`config.mk`:
```
export PLATFORM = sky130hd
export DESIGN_NAME = pc_sequencer
export DESIGN_NICKNAME = d
export VERILOG_FILES = /design/src/rtl/pc_seq_pkg.sv /design/src/rtl/fetch_watchdog.sv /design/src/rtl/pc_sequencer.sv
export SDC_FILE = /design/constraint.sdc
export NUM_CORES = 1
export LEC_CHECK = 0
export BUFFER_PORTS_ARGS = -buffer_cell sky130_fd_sc_hd__buf_4
export CAP_MARGIN = 5
export CELL_PAD_IN_SITES_DETAIL_PLACEMENT = 1
export CELL_PAD_IN_SITES_GLOBAL_PLACEMENT = 1
export CORE_MARGIN = 4
export CORE_UTILIZATION = 37
export CTS_BUF_LIST = sky130_fd_sc_hd__clkbuf_16
export CTS_CLUSTER_DIAMETER = 30
export CTS_CLUSTER_SIZE = 28
export DETAILED_ROUTE_END_ITERATION = 10
export GPL_TIMING_DRIVEN = 0
export PLACE_DENSITY_LB_ADDON = 0.1
export SETUP_SLACK_MARGIN = 0.05
export SLEW_MARGIN = 20
export SYNTH_ARGS = -nofsm -noshare
export SYNTH_HDL_FRONTEND = slang
export SYNTH_SLANG_ARGS = --single-unit
export TNS_END_PERCENT = 50
```
`constraint.sdc`:
```
create_clock -name clk -period 4 [get_ports clk]
set_input_delay 0.6 -clock clk [delete_from_list [all_inputs] [get_ports clk]]
set_output_delay 0.6 -clock clk [all_outputs]
set_load 0.03 [all_outputs]
```
`src/rtl/pc_seq_pkg.sv`:
```
// Shared definitions for the instruction sequencer: word width, state encoding
// and the default reset PC.
package pc_seq_pkg;

    localparam int XLEN = 32;
    localparam int WD_W = 8;
    localparam logic [XLEN-1:0] RESET_PC_DEFAULT = 32'h0000_0000;

    typedef enum logic [2:0] {
        IDLE   = 3'd0,
        FETCH  = 3'd1,
        DECODE = 3'd2,
        EXEC   = 3'd3,
        HALT   = 3'd4
    } state_t;

endpackage

```
`src/rtl/fetch_watchdog.sv`:
```
// Counts cycles spent waiting for instruction memory; flags expiry once the
// count reaches TIMEOUT-1.
module fetch_watchdog
    import pc_seq_pkg::*;
#(
    parameter int TIMEOUT = 16
) (
    input  logic clk,
    input  logic rst,
    input  logic i_clr,
    input  logic i_en,
    output logic o_expired
);

    logic [WD_W-1:0] r_cnt;

    always_ff @(posedge clk or posedge rst) begin
        if (rst) begin
            r_cnt <= '0;
        end else if (i_clr) begin
            r_cnt <= '0;
        end else if (i_en) begin
            r_cnt <= r_cnt + 1'b1;
        end
    end

    assign o_expired = (r_cnt == WD_W'(TIMEOUT - 1));

endmodule

```
`src/rtl/pc_sequencer.sv`:
```
// Multi-cycle FETCH/DECODE/EXEC sequencer owning the architectural PC, the
// instruction register, the retired-instruction count and halt/fault status.
module pc_sequencer
    import pc_seq_pkg::*;
#(
    parameter logic [XLEN-1:0] RESET_PC      = RESET_PC_DEFAULT,
    parameter logic [XLEN-1:0] PC_STEP       = 32'd1,
    parameter int              FETCH_TIMEOUT = 16
) (
    input  logic        clk,
    input  logic        rst,
    input  logic        start,
    output logic        imem_req,
    output logic [31:0] imem_addr,
    input  logic        imem_valid,
    input  logic [31:0] imem_data,
    output logic [31:0] ir,
    output logic        decode_valid,
    input  logic        is_branch,
    output logic        exec_en,
    output logic        xfer_en,
    input  logic        branch_taken,
    input  logic [31:0] branch_target,
    input  logic        exec_done,
    input  logic        halt_req,
    output logic [31:0] pc,
    output logic [31:0] retired,
    output logic        halted,
    output logic        fault
);

    state_t          r_state;
    logic [XLEN-1:0] r_pc;
    logic [XLEN-1:0] r_ir;
    logic [XLEN-1:0] r_retired;
    logic            r_fault;
    logic            r_halt_pending;
    logic            r_br_flag;

    logic            w_in_fetch;
    logic            w_wd_expired;
    logic [XLEN-1:0] w_pc_next;

    assign w_in_fetch = (r_state == FETCH);
    assign w_pc_next  = (r_br_flag && branch_taken) ? branch_target : r_pc + PC_STEP;

    // Counter is held at zero outside FETCH so every fetch starts a fresh window.
    fetch_watchdog #(
        .TIMEOUT (FETCH_TIMEOUT)
    ) u_watchdog (
        .clk       (clk),
        .rst       (rst),
        .i_clr     (!w_in_fetch || imem_valid),
        .i_en      (w_in_fetch && !imem_valid),
        .o_expired (w_wd_expired)
    );

    always_ff @(posedge clk or posedge rst) begin
        if (rst) begin
            r_state        <= IDLE;
            r_pc           <= RESET_PC;
            r_ir           <= '0;
            r_retired      <= '0;
            r_fault        <= 1'b0;
            r_halt_pending <= 1'b0;
            r_br_flag      <= 1'b0;
        end else begin
            case (r_state)
                IDLE: begin
                    if (halt_req) begin
                        r_state <= HALT;
                    end else if (start) begin
                        r_state <= FETCH;
                        r_pc    <= RESET_PC;
                    end
                end
                FETCH: begin
                    if (halt_req) r_halt_pending <= 1'b1;
                    // A response arriving on the timeout cycle still counts as a fetch.
                    if (imem_valid) begin
                        r_ir    <= imem_data;
                        r_state <= DECODE;
                    end else if (w_wd_expired) begin
                        r_fault <= 1'b1;
                        r_state <= HALT;
                    end
                end
                DECODE: begin
                    if (halt_req) r_halt_pending <= 1'b1;
                    r_br_flag <= is_branch;
                    r_state   <= EXEC;
                end
                EXEC: begin
                    if (halt_req) r_halt_pending <= 1'b1;
                    if (exec_done) begin
                        r_pc      <= w_pc_next;
                        r_retired <= r_retired + 1'b1;
                        r_state   <= (r_halt_pending || halt_req) ? HALT : FETCH;
                    end
                end
                HALT: begin
                    r_state <= HALT;
                end
                default: begin
                    r_state <= IDLE;
                end
            endcase
        end
    end

    assign imem_req     = w_in_fetch;
    assign imem_addr    = w_in_fetch ? r_pc : '0;
    assign decode_valid = (r_state == DECODE);
    assign exec_en      = (r_state == EXEC);
    assign xfer_en      = (r_state == EXEC) && r_br_flag;
    assign halted       = (r_state == HALT);
    assign pc           = r_pc;
    assign ir           = r_ir;
    assign retired      = r_retired;
    assign fault        = r_fault;

endmodule

```
==> flow_summary.rst, run 1 <==
.. list-table::
   :header-rows: 1

   * - Metric
     - Value
   * - Synth top area share
     - 49.3%
   * - Number of warnings issued by yosys
     - 0
   * - Drt drc
     - 0
   * - Worst supply voltage drop on vdd
     - 0.248 mV
   * - Commonest register cell after synthesis
     - sky130_fd_sc_hd__dfrtp_1
   * - Number of antenna repair diodes
     - 0
   * - Final setup violation count
     - 0
   * - Startpoint of the most critical setup path
     - r_state[1]
   * - Yosys top cell by area
     - sky130_fd_sc_hd__dfrtp_1
   * - Crit path capture
     - imem_addr[29]
   * - Placed Area
     - 7390 um^2
   * - Number of DRC violations after detailed-routing iteration 0
     - 266
   * - Met1 Use GR
     - 28.1%
   * - Post-CTS sizing
     - 0
   * - Met2 capacity usage during global routing
     - 36.4%
   * - Layer with the highest usage
     - met2
   * - Number of setup buffers added after CTS
     - 0
   * - Clk Latency, worst-skew pair
     - 0.35 ns
   * - Layout area overhead
     - 37.9%
   * - Rel. slew slack
     - 52.7%
   * - Achievable Freq
     - 350 MHz
   * - Standard cell with the maximum stage delay on the critical path
     - sky130_fd_sc_hd__nor3b_2
   * - Number of hold buffers added after cts
     - 0
   * - Cell with the most instances after synthesis
     - sky130_fd_sc_hd__dfrtp_1
   * - Final total power
     - 4.25 mW
   * - FF+latch count, synth
     - 110
   * - FP Rows
     - 44
   * - Number of global-route vias before repair
     - 5466
   * - Cell-by-cell listing of the critical path
     - buf_4 > nor3b_2 > buf_4 > clkbuf_1 > and2_1 > buf_4
   * - Total overflow reported by the global router
     - 0
   * - Length of the first detailed-routing pass in iterations
     - 4
   * - Post-synthesis instance total
     - 554
   * - Number of placed instances with taps included
     - 945
   * - Classification of the worst setup path
     - reg2out
   * - Final instance area
     - 7690 um^2
   * - Fin crit share
     - 71.4%
   * - Fraction of registers with async set/reset
     - 100%
   * - Post-route setup TNS
     - 0 ns
   * - Most frequent cells after synthesis
     - 110 x sky130_fd_sc_hd__dfrtp_1, 45 x sky130_fd_sc_hd__nor2_1, 43 x sky130_fd_sc_hd__o21ai_0
   * - Detailed-placement wirelength estimate
     - 13800 um
   * - All-Layer GR Usage
     - 21.3%
   * - Core ar.
     - 14600 um^2
   * - Buffer cell driving the clock tree root
     - sky130_fd_sc_hd__clkbuf_16
   * - Max-slew violation total from the final report
     - 0
   * - Netlist area before placement
     - 5580 um^2
   * - Syn Nets
     - 629
   * - Switch Pwr
     - 1.70 mW
   * - Top Family by Delay on Critical Path
     - buffers and inverters
   * - Maximum number of pins on one net before global-route repair
     - 77
   * - Clock-pin slew on the worst setup and hold paths
     - 0.07 ns
   * - Deepest level of the CTS H-tree
     - 3
   * - Largest driver fanout on the critical path
     - 10
   * - Nature of the critical path endpoint
     - primary output
   * - Pwr dens
     - 552 nW/um^2
   * - Clock network power share
     - 21.8%
   * - Critical path depth
     - 6
   * - Status
     - completed
   * - Leading cell types by total area after synthesis
     - sky130_fd_sc_hd__dfrtp_1 49%, sky130_fd_sc_hd__mux2_2 6.7%, sky130_fd_sc_hd__xnor2_1 4.7%
   * - Die H
     - 131 um
   * - Sw Ratio
     - 40.1%
   * - Launch instance of the worst register-to-register path
     - pc[4]
   * - Global placement routability congestion
     - 0.897
   * - Reg2reg path depth
     - 6
   * - Final ANT Viol Nets
     - 0
   * - Share of layout cells above drive strength 1
     - 35.0%
   * - Slowest Stage Delay on Critical Path
     - 0.42 ns
   * - Num CTS Buffers
     - 9
   * - Port-buffer cells
     - 205
   * - Setup repair after global routing missed its margin
     - no
   * - Final core occ
     - 52.5%
   * - Final-stage net count
     - 847
   * - Average wire per standard cell
     - 19.0 um
   * - Cell-internal power
     - 2.55 mW
   * - Antenna violations before repair
     - 0
   * - Sequential element share of the synthesized area
     - 49.3%
   * - Bufs and invs on worst path
     - 4
   * - Portion of total power attributed to combinational logic
     - 41.1%
   * - Number of distinct library cell variants in the gate-level netlist after synthesis
     - 52
   * - Reg-to-reg endpoint
     - pc[17]
   * - Worst-case clock skew
     - 0.00959 ns
   * - Total via count after detailed routing
     - 5160
   * - Number of enable-type register cells in the synthesized netlist
     - 0
   * - WP data required
     - 3.40 ns
   * - CTS Buffer Depth
     - 2
   * - Static power due to leakage
     - 3.66 nW
   * - Critical Path Start Type
     - flop
   * - Via-per-instance ratio
     - 5.37
   * - Final critical-path required period
     - 2.86 ns
   * - Per-instance average area after synthesis
     - 10.1 um^2
   * - Total length of routed wires
     - 18300 um
   * - Final hold violation count
     - 0
   * - CTS tree
     - yes
   * - CTS sink cnt
     - 110
   * - Slew at the pin with the worst max-slew slack
     - 0.703 ns
   * - GRT met3 Usage
     - 3.98%
   * - Min-Delay Path Class
     - in2async
   * - Number of standard cells in the layout, taps in and fillers out
     - 961
   * - Wire length of the first global-routing pass
     - 28800 um
   * - Area enclosed by the die boundary
     - 17100 um^2
   * - Starting Density
     - 38.1%
   * - Top cell by count, worst path
     - sky130_fd_sc_hd__buf_4
   * - Number of max-cap violations
     - 0
   * - Number of top-level design ports
     - 206
   * - Relative contribution of sequential cells to total power
     - 37.1%
   * - Worst reg-to-reg setup slack
     - 1.45 ns
   * - X dimension of the die
     - 131 um
   * - Critical path data arrival time
     - 2.26 ns
## flip-flops by register name (all words and copies together), names as in the netlist
register / cells
r_state: 3
retired: 32
u_watchdog.r_cnt: 8
pc: 32
ir: 32
fault: 1
r_br_flag: 1
r_halt_pending: 1
## cell families after synthesis
kind of cell / Yosys count / synth area share [%]
simple gates: 219 / 22.1
mux: 35 / 7.02
xor+xnor: 41 / 6.44
compound gates: 107 / 11.4
fa+ha+maj: 3 / 0.673
flops: 110 / 49.3
buf+inv: 39 / 2.96
## placed cells by master, fill, tap and decap left out, types with 12 or more instances in the layout
cell type,count
sky130_fd_sc_hd__a21oi_1,22
sky130_fd_sc_hd__and2_1,37
sky130_fd_sc_hd__buf_4,207
sky130_fd_sc_hd__clkbuf_1,18
sky130_fd_sc_hd__dfrtp_1,110
sky130_fd_sc_hd__inv_1,12
sky130_fd_sc_hd__mux2_2,33
sky130_fd_sc_hd__nand2_1,38
sky130_fd_sc_hd__nand3_1,24
sky130_fd_sc_hd__nand4_1,15
sky130_fd_sc_hd__nor2_1,45
sky130_fd_sc_hd__o21ai_0,43
sky130_fd_sc_hd__xnor2_1,30
## through the flow
| stage | worst slack [ns] | hold WS, ns |
|---|---|---|
| 6_report | 1.14 | 0.228 |
| 5_1_grt | 0.918 | 0.235 |
| 4_1_cts | 1.03 | 0.226 |
| 3_5_place_dp | 1.43 | 0.463 |
| 3_3_place_gp | -0.902 | 0.440 |
| 2_1_floorplan | 0.498 | 0.424 |
## metal layers
| metal | wire length [um] | part of all wire, % |
|---|---|---|
| met3 | 1030 | 5.6 |
| met2 | 9130 | 50 |
| met4 | 203 | 1.1 |
| met1 | 7930 | 43 |
| met5 | 0 | 0 |
## how the worst min path moves through the flow
| stage | from | cells after the start | end |
|---|---|---|---|
| after floorplan | u_watchdog.r_cnt[0] | 1 | u_watchdog.r_cnt[0] |
| after global placement | u_watchdog.r_cnt[0] | 1 | u_watchdog.r_cnt[0] |
| after detailed placement | r_halt_pending | 1 | r_halt_pending |
| after CTS | rst | 2 | ir[12] |
| after global routing | rst | 2 | ir[12] |
| final | rst | 2 | ir[12] |
## power groups by stage
stage,registers (mW),logic (mW),clock network [mW]
final,1.58,1.75,0.926
after global placement,1.58,1.72,0
after floorplan,2.00,0.623,0
after global routing,1.62,1.87,0.995
after CTS,1.58,1.77,0.949
after detailed placement,1.60,1.77,0
## area by class of cell
cell class	instances	area, um^2
sequential	110	2750
tap	184	230
timing repair buffer	207	1570
multi-input combinational	405	2670
buffer	28	124
clock inverter	7	72.6
clock buffer	9	225
inverter	11	46.3
fill	1687	6950
Power figures use the tool's default switching activity.
==> run 2: changes to the inputs <==
--- a/config.mk
+++ b/config.mk
@@ -10,7 +10,7 @@
 export CELL_PAD_IN_SITES_DETAIL_PLACEMENT = 1
 export CELL_PAD_IN_SITES_GLOBAL_PLACEMENT = 1
 export CORE_MARGIN = 4
-export CORE_UTILIZATION = 37
+export CORE_UTILIZATION = 33
 export CTS_BUF_LIST = sky130_fd_sc_hd__clkbuf_16
 export CTS_CLUSTER_DIAMETER = 30
 export CTS_CLUSTER_SIZE = 28
==> constraint.sdc (replaced) <==
create_clock -name clk -period 2.3 [get_ports clk]
set_input_delay 0.345 -clock clk [delete_from_list [all_inputs] [get_ports clk]]
set_output_delay 0.345 -clock clk [all_outputs]
set_load 0.03 [all_outputs]
==> run 2 against run 1 <==
Count of clock-buffer cells in the layout unchanged. Via count increased by 1.3%. Clock power rose by 83%. Register-to-register slack got worse by 1.3 ns. Cell area rose by 3.8%. Combinational power increased by 78%. Sequential share of layout area is 1.3 points lower. Non-clock buffer count increased by 6.
==> flow_summary.rst, run 2 (synthesis gave the netlist of run 1 again) <==
.. list-table::
   :header-rows: 1

   * - Metric
     - Value
   * - Total length of routed wires
     - 18700 um (+2.4%)
   * - FP Rows
     - 47 (+6.8%)
   * - Total overflow reported by the global router
     - 0 (unchanged)
   * - Number of max-cap violations
     - 0 (unchanged)
   * - Total via count after detailed routing
     - 5226 (+1.3%)
   * - Deepest level of the CTS H-tree
     - 3 (unchanged)
   * - Final critical-path required period
     - 2.17 ns
   * - Final setup violation count
     - 0 (unchanged)
   * - Average wire per standard cell
     - 18.7 um (-1.9%)
   * - Max-slew violation total from the final report
     - 0 (unchanged)
   * - Leading cell types in the layout, fill and taps excluded
     - 210 x sky130_fd_sc_hd__buf_4, 110 x sky130_fd_sc_hd__dfrtp_1, 42 x sky130_fd_sc_hd__nor2_1, 42 x sky130_fd_sc_hd__o21ai_0, 38 x sky130_fd_sc_hd__nand2_1
   * - X dimension of the die
     - 138 um (+5.5%)
   * - Classification of the worst setup path
     - reg2out
   * - Worst supply voltage drop on vdd
     - 0.560 mV (+130%)
   * - Via-per-instance ratio
     - 5.21 (-3.0%)
   * - Num CTS Buffers
     - 9 (unchanged)
   * - Maximum number of pins on one net before global-route repair
     - 24 (-69%)
   * - Number of top-level design ports
     - 206 (unchanged)
   * - Core ar.
     - 16600 um^2 (+13%)
   * - Setup repair after global routing missed its margin
     - yes
   * - DP Worst Slack
     - -0.165 ns (-1.59 ns)
   * - Area enclosed by the die boundary
     - 19100 um^2 (+11%)
   * - Worst-case clock skew
     - 0.0120 ns (+0.00239 ns)
   * - Clk Latency, worst-skew pair
     - 0.36 ns (about the same)
   * - Total area of multi-input combinational cells
     - 2740 um^2 (+2.8%)
   * - Top Family by Delay on Critical Path
     - simple AND/OR/NAND/NOR gates
   * - Final hold violation count
     - 0 (unchanged)
   * - All-Layer GR Usage
     - 19.2% (-2.1 points)
   * - Final-stage net count
     - 853 (+0.71%)
   * - Number of global-route vias before repair
     - 5520 (+0.99%)
   * - Critical path data arrival time
     - 1.82 ns (-0.44 ns)
   * - Cell-by-cell listing of the critical path
     - buf_4 > inv_1 > or3_1 > inv_1 > and2_1 > buf_4
   * - Wire length of the first global-routing pass
     - 30200 um (+5.0%)
   * - Die H
     - 138 um (+5.5%)
   * - Critical Path Start Type
     - flop
   * - Min-Delay Path Class
     - in2async
   * - Min setup slack post-route
     - 0.131 ns (-1.01 ns)
   * - Detailed-placement wirelength estimate
     - 14200 um (+2.8%)
   * - Rel. slew slack
     - 59.5% (+6.9 points)
   * - Largest driver fanout on the critical path
     - 10 (unchanged)
   * - CTS tree
     - yes
   * - Port-buffer cells
     - 205 (unchanged)
   * - Slowest Stage Delay on Critical Path
     - 0.44 ns (+0.02 ns)
   * - Static power due to leakage
     - 3.77 nW (+3.0%)
   * - Antenna violations before repair
     - 0 (unchanged)
   * - Final ANT Viol Nets
     - 0 (unchanged)
   * - Drt drc
     - 0 (unchanged)
   * - Standard cell with the maximum stage delay on the critical path
     - sky130_fd_sc_hd__or3_1
   * - Hold Worst Slack
     - 0.00119 ns (-0.227 ns)
   * - Fillcell total
     - 1908 (+13%)
   * - Layout area overhead
     - 43.1%
   * - Share of layout cells above drive strength 1
     - 38.2% (+3.2 points)
   * - Area occupied by registers
     - 2750 um^2 (unchanged)
   * - Length of the first detailed-routing pass in iterations
     - 4 (unchanged)
   * - Number of antenna repair diodes
     - 0 (unchanged)
   * - WP data required
     - 1.96 ns (-1.44 ns)
   * - Pwr dens
     - 947 nW/um^2 (+71%)
   * - Slew at the pin with the worst max-slew slack
     - 0.607 ns (-0.0964 ns)
   * - CTS sink cnt
     - 110 (unchanged)
   * - Status
     - completed
   * - Bufs and invs on worst path
     - 4 (unchanged)
   * - CTS Buffer Depth
     - 2 (unchanged)
   * - Number of DRC violations after detailed-routing iteration 0
     - 199 (-25%)
   * - Buffer cell driving the clock tree root
     - sky130_fd_sc_hd__clkbuf_16
   * - Achievable Freq
     - 461 MHz
   * - Nature of the critical path endpoint
     - primary output
   * - Number of hold buffers added after cts
     - 0 (unchanged)
   * - Clock-pin slew on the worst setup and hold paths
     - 0.09 ns (+0.02 ns)
   * - Most common library cell in the layout ignoring fill and taps
     - sky130_fd_sc_hd__buf_4
   * - Starting Density
     - 33.6% (-4.5 points)
   * - Final core occ
     - 48.1% (-4.4 points)
   * - Global placement routability congestion
     - 0.815 (-9.1%)
   * - Fin crit share
     - 94.3%
==> run 2: report_power, final <==
group          internal, mW  switching, mW  total [mW]
Sequential             2.37          0.377        2.74
Clock                 0.876          0.818        1.69
Combinational          1.26           1.86        3.12
Total                  4.51           3.05        7.56
==> run 2: path summary, 6_finish.rpt <==
kind / slack, ns / cells after the start / end / from
min: 0.001 / 2 / ir[20] / rst
max: 0.13 / 6 / xfer_en / r_state[1]
min reg2reg: 0.47 / 1 / u_watchdog.r_cnt[0] / u_watchdog.r_cnt[0]
max reg2reg: 0.18 / 7 / ir[8] / r_state[1]
min in group clk: 0.21 / 2 / ir[22] / imem_data[22]
max in group asynchronous: 1.29 / 6 / pc[20] / rst
==> run 2: area by class of cell <==
type,count,share of cell area (%)
buffer,28,1.91
clock buffer,9,2.82
clock inverter,7,1.18
inverter,11,0.564
multi-input combinational,405,34.3
sequential,110,34.5
tap,220,3.45
timing repair buffer,213,21.3
==> run 2: layer usage <==
metal	track usage (%)	up-vias	share of wire, %
met4	5.72	0	1.7
met2	33.1	184	49
met5	0	-	0
met3	3.76	20	6.0
met1	24.6	2583	43
li1	-	2439	-
==> run 2: metrics by stage <==
stage / total power [mW] / std cells / setup TNS (ns) / cell area (um^2)
final: 7.56 / 1003 / 0 / 7980
after global routing: 7.96 / 1003 / -0.0237 / 7980
after CTS: 7.61 / 1001 / 0 / 7900
after detailed placement: 5.88 / 984 / -6.01 / 7540
after global placement: 5.76 / 979 / -56.23 / 7400
after floorplan: 4.57 / 554 / 0 / 5580
==> run 2: what timing repair did <==
action | 4_1_cts | 5_1_grt
pin swaps | 1 | 1
resized for setup | 11 | 31
gates cloned | 0 | 0
buffers inserted | 1 | 2
setup endpoints to repair | 84 | 95
==> run 3: changes to the inputs <==
--- a/config.mk
+++ b/config.mk
@@ -9,6 +9,7 @@
 export CAP_MARGIN = 5
 export CELL_PAD_IN_SITES_DETAIL_PLACEMENT = 1
 export CELL_PAD_IN_SITES_GLOBAL_PLACEMENT = 1
+export CORE_ASPECT_RATIO = 0.5
 export CORE_MARGIN = 4
 export CORE_UTILIZATION = 33
 export CTS_BUF_LIST = sky130_fd_sc_hd__clkbuf_16
==> run 3 against run 2 <==
Sequential share of layout area rose by 0.27 points. Fmax down 2.1%. Sequential power barely moved. Register-to-register slack got worse by 0.096 ns. Setup slack got worse by 0.047 ns. Count of clock-buffer cells in the layout is the same. Non-clock buffer count grew 1. First-iteration DRC count grew 18%. Critical path depth shrank 1. Final cell count up 0.80%. Die area up 0.66%. Critical path type is now reg2reg. Highest routed layer unchanged.
==> flow_summary.rst, run 3 (synthesis gave the netlist of run 1 again) <==
.. list-table::
   :header-rows: 1

   * - Metric
     - Value
   * - Status
     - completed
   * - Average wire per standard cell
     - 18.7 um (about the same)
   * - Wire length of the first global-routing pass
     - 29700 um (-1.7%)
   * - CTS tree
     - yes
   * - Min-Delay Path Class
     - in2async
   * - Metal1 wirelength
     - 8890 um (+9.4%)
   * - Reg2reg path depth
     - 5 (-2)
   * - Relative contribution of sequential cells to total power
     - 37.0% (+0.7 points)
   * - Critical path data arrival time
     - 2.50 ns (+0.68 ns)
   * - Cell-internal power
     - 4.40 mW (-2.3%)
   * - Startpoint of the most critical setup path
     - pc[11]
   * - Number of antenna repair diodes
     - 0 (unchanged)
   * - Leading cell types in the layout, fill and taps excluded
     - 217 x sky130_fd_sc_hd__buf_4, 110 x sky130_fd_sc_hd__dfrtp_1, 43 x sky130_fd_sc_hd__o21ai_0
   * - CTS Buffer Depth
     - 2 (unchanged)
   * - Maximum number of pins on one net before global-route repair
     - 33 (+38%)
   * - Buffer cell driving the clock tree root
     - sky130_fd_sc_hd__clkbuf_16
   * - Met3 Routed Length
     - 1100 um (-1.8%)
   * - Most common library cell in the layout ignoring fill and taps
     - sky130_fd_sc_hd__buf_4
   * - Global placement routability congestion
     - 0.802 (-1.6%)
   * - Starting Density
     - 33.9% (+0.22 points)
   * - Static power due to leakage
     - 3.74 nW (-0.71%)
   * - Clk Latency, worst-skew pair
     - 0.35 ns (about the same)
   * - Area occupied by registers
     - 2750 um^2 (unchanged)
   * - Deepest level of the CTS H-tree
     - 3 (unchanged)
   * - Clock-pin slew on the worst setup and hold paths
     - 0.08 ns (about the same)
   * - Critical Path Start Type
     - flop
   * - Die H
     - 99.9 um (-28%)
   * - Sw Ratio
     - 40.8% (+0.43 points)
   * - Classification of the worst setup path
     - reg2reg
   * - All-Layer GR Usage
     - 19.5% (+0.25 points)
   * - Final hold violation count
     - 0 (unchanged)
   * - Layout area overhead
     - 42.0%
   * - Setup repair after global routing missed its margin
     - yes
   * - Port-buffer cells
     - 205 (unchanged)
   * - Fillcell total
     - 1886 (-1.2%)
   * - Achievable Freq
     - 451 MHz (-2.1%)
   * - Length of the first detailed-routing pass in iterations
     - 5 (+1)
   * - Share of layout cells above drive strength 1
     - 38.3% (+0.079 points)
   * - Post-route setup TNS
     - 0 ns (unchanged)
   * - Number of DRC violations after detailed-routing iteration 0
     - 235 (+18%)
   * - Core ar.
     - 16500 um^2 (-0.66%)
   * - Max-slew violation total from the final report
     - 0 (unchanged)
   * - Nature of the critical path endpoint
     - flop
   * - Final ANT Viol Nets
     - 0 (unchanged)
   * - Via-per-instance ratio
     - 5.15 (-1.2%)
   * - Slew at the pin with the worst max-slew slack
     - 0.606 ns (-0.000547 ns)
   * - Met2 wire length
     - 8770 um (-4.5%)
   * - Number of max-cap violations
     - 0 (unchanged)
   * - X dimension of the die
     - 192 um (+39%)
   * - Fin crit share
     - 96.3% (+2.0 points)
   * - Final-stage net count
     - 854 (+0.12%)
   * - Detailed-placement wirelength estimate
     - 14200 um (+0.42%)
   * - FP Rows
     - 33 (-30%)
   * - Portion of total power attributed to combinational logic
     - 42.1% (+0.8 points)
   * - Launch instance of the worst register-to-register path
     - pc[11]
   * - Total via count after detailed routing
     - 5202 (-0.46%)
   * - CTS sink cnt
     - 110 (unchanged)
   * - Reg-to-reg endpoint
     - pc[25]
   * - Rel. slew slack
     - 59.6% (about the same)
   * - Total area of multi-input combinational cells
     - 2750 um^2 (+0.23%)
   * - Pwr dens
     - 938 nW/um^2 (-0.87%)
   * - Final setup violation count
     - 0 (unchanged)
   * - Total length of routed wires
     - 18900 um (+0.79%)
   * - Drt drc
     - 0 (unchanged)
   * - Total overflow reported by the global router
     - 0 (unchanged)
   * - Worst-case clock skew
     - 0.0111 ns (-0.000879 ns)
   * - Switch Pwr
     - 3.03 mW (-0.59%)
   * - Clock network power share
     - 20.9% (-1.5 points)
   * - Number of placed instances with taps included
     - 989 (+0.51%)
   * - Num CTS Buffers
     - 9 (unchanged)
   * - Number of standard cells in the layout, taps in and fillers out
     - 1011 (+0.80%)
   * - Final critical-path required period
     - 2.22 ns (+0.0471 ns)
   * - Area enclosed by the die boundary
     - 19200 um^2 (+0.66%)
   * - Largest driver fanout on the critical path
     - 7 (-3)
   * - Worst reg-to-reg setup slack
     - 0.08 ns (-0.10 ns)
   * - Uppermost metal layer occupied by signal nets
     - met4
   * - WP data required
     - 2.58 ns (+0.62 ns)
   * - Number of global-route vias before repair
     - 5396 (-2.2%)
   * - Worst supply voltage drop on vdd
     - 0.509 mV (-9.2%)
   * - Number of top-level design ports
     - 206 (unchanged)
   * - Antenna violations before repair
     - 0 (unchanged)
-- run 3: cell count changes in the layout (fill, tap and decap cells not counted), sizes merged --
cell,before,now
buf,222,225
clkbuf,28,26
inv,13,15
bufinv,1,0
clkinv,3,2
-- run 3: how the worst max path moves through the flow --
stage	to	slack [ns]
floorplan	imem_addr[22]	0.14
detailed placement	ir[8]	-0.45
global placement	ir[2]	-0.33
global route	pc[25]	-0.06
CTS	imem_addr[4]	0.06
finish	pc[25]	0.08
-- run 3: per-layer routing --
metal / up-vias / global-route usage [%]
li1: 2438 / -
met3: 10 / 4.20
met5: - / 0
met2: 152 / 32.0
met4: 0 / 3.81
met1: 2602 / 27.0
-- run 3: worst max-delay path: stages (launching register included) --
cell and delay [ns]:
sky130_fd_sc_hd__dfrtp_1 0.50, sky130_fd_sc_hd__nand3_1 0.37, sky130_fd_sc_hd__nor2_2 0.43, sky130_fd_sc_hd__nand3_1 0.24
sky130_fd_sc_hd__or4b_1 0.51, sky130_fd_sc_hd__nand3_1 0.09
-- run 3: cell type report --
type	count	area share (%)
Clock inverter	7	0.869
Buffer	28	1.97
Sequential cell	110	34.7
Multi-Input combinational cell	405	34.7
Tap cell	227	3.58
Timing Repair Buffer	214	20.8
Clock buffer	9	2.84
Inverter	11	0.569
-- run 3: through the flow --
| stage | power (mW) | utilization, % | hold WS (ns) | worst slack (ns) | instance area [um^2] |
|---|---|---|---|---|---|
| global route | 7.88 | 48.1 | 0.0600 | -0.0603 | 7920 |
| global placement | 5.77 | 45.0 | 0.447 | -0.326 | 7410 |
| finish | 7.43 | 48.1 | 0.0429 | 0.0843 | 7920 |
| detailed placement | 5.87 | 45.3 | 0.432 | -0.445 | 7470 |
| floorplan | 4.57 | - | 0.424 | 0.143 | 5580 |
| CTS | 7.51 | 47.4 | 0.0413 | 0.0610 | 7810 |
-- run 3: timing repair --
item | 4_1_cts | 5_1_grt
hold buffers | 0 | 0
endpoints found under the setup margin | 93 | 85
buffers inserted | 2 | 4
gates resized for setup | 14 | 31
pin swaps | 1 | 5
-- run 3: power groups by stage --
stage	clock, mW	sequential, mW	combinational [mW]
after floorplan	0	3.49	1.08
after detailed placement	0	2.78	3.09
after CTS	1.63	2.75	3.13
after global routing	1.72	2.82	3.35
final	1.56	2.75	3.13
after global placement	0	2.75	3.03
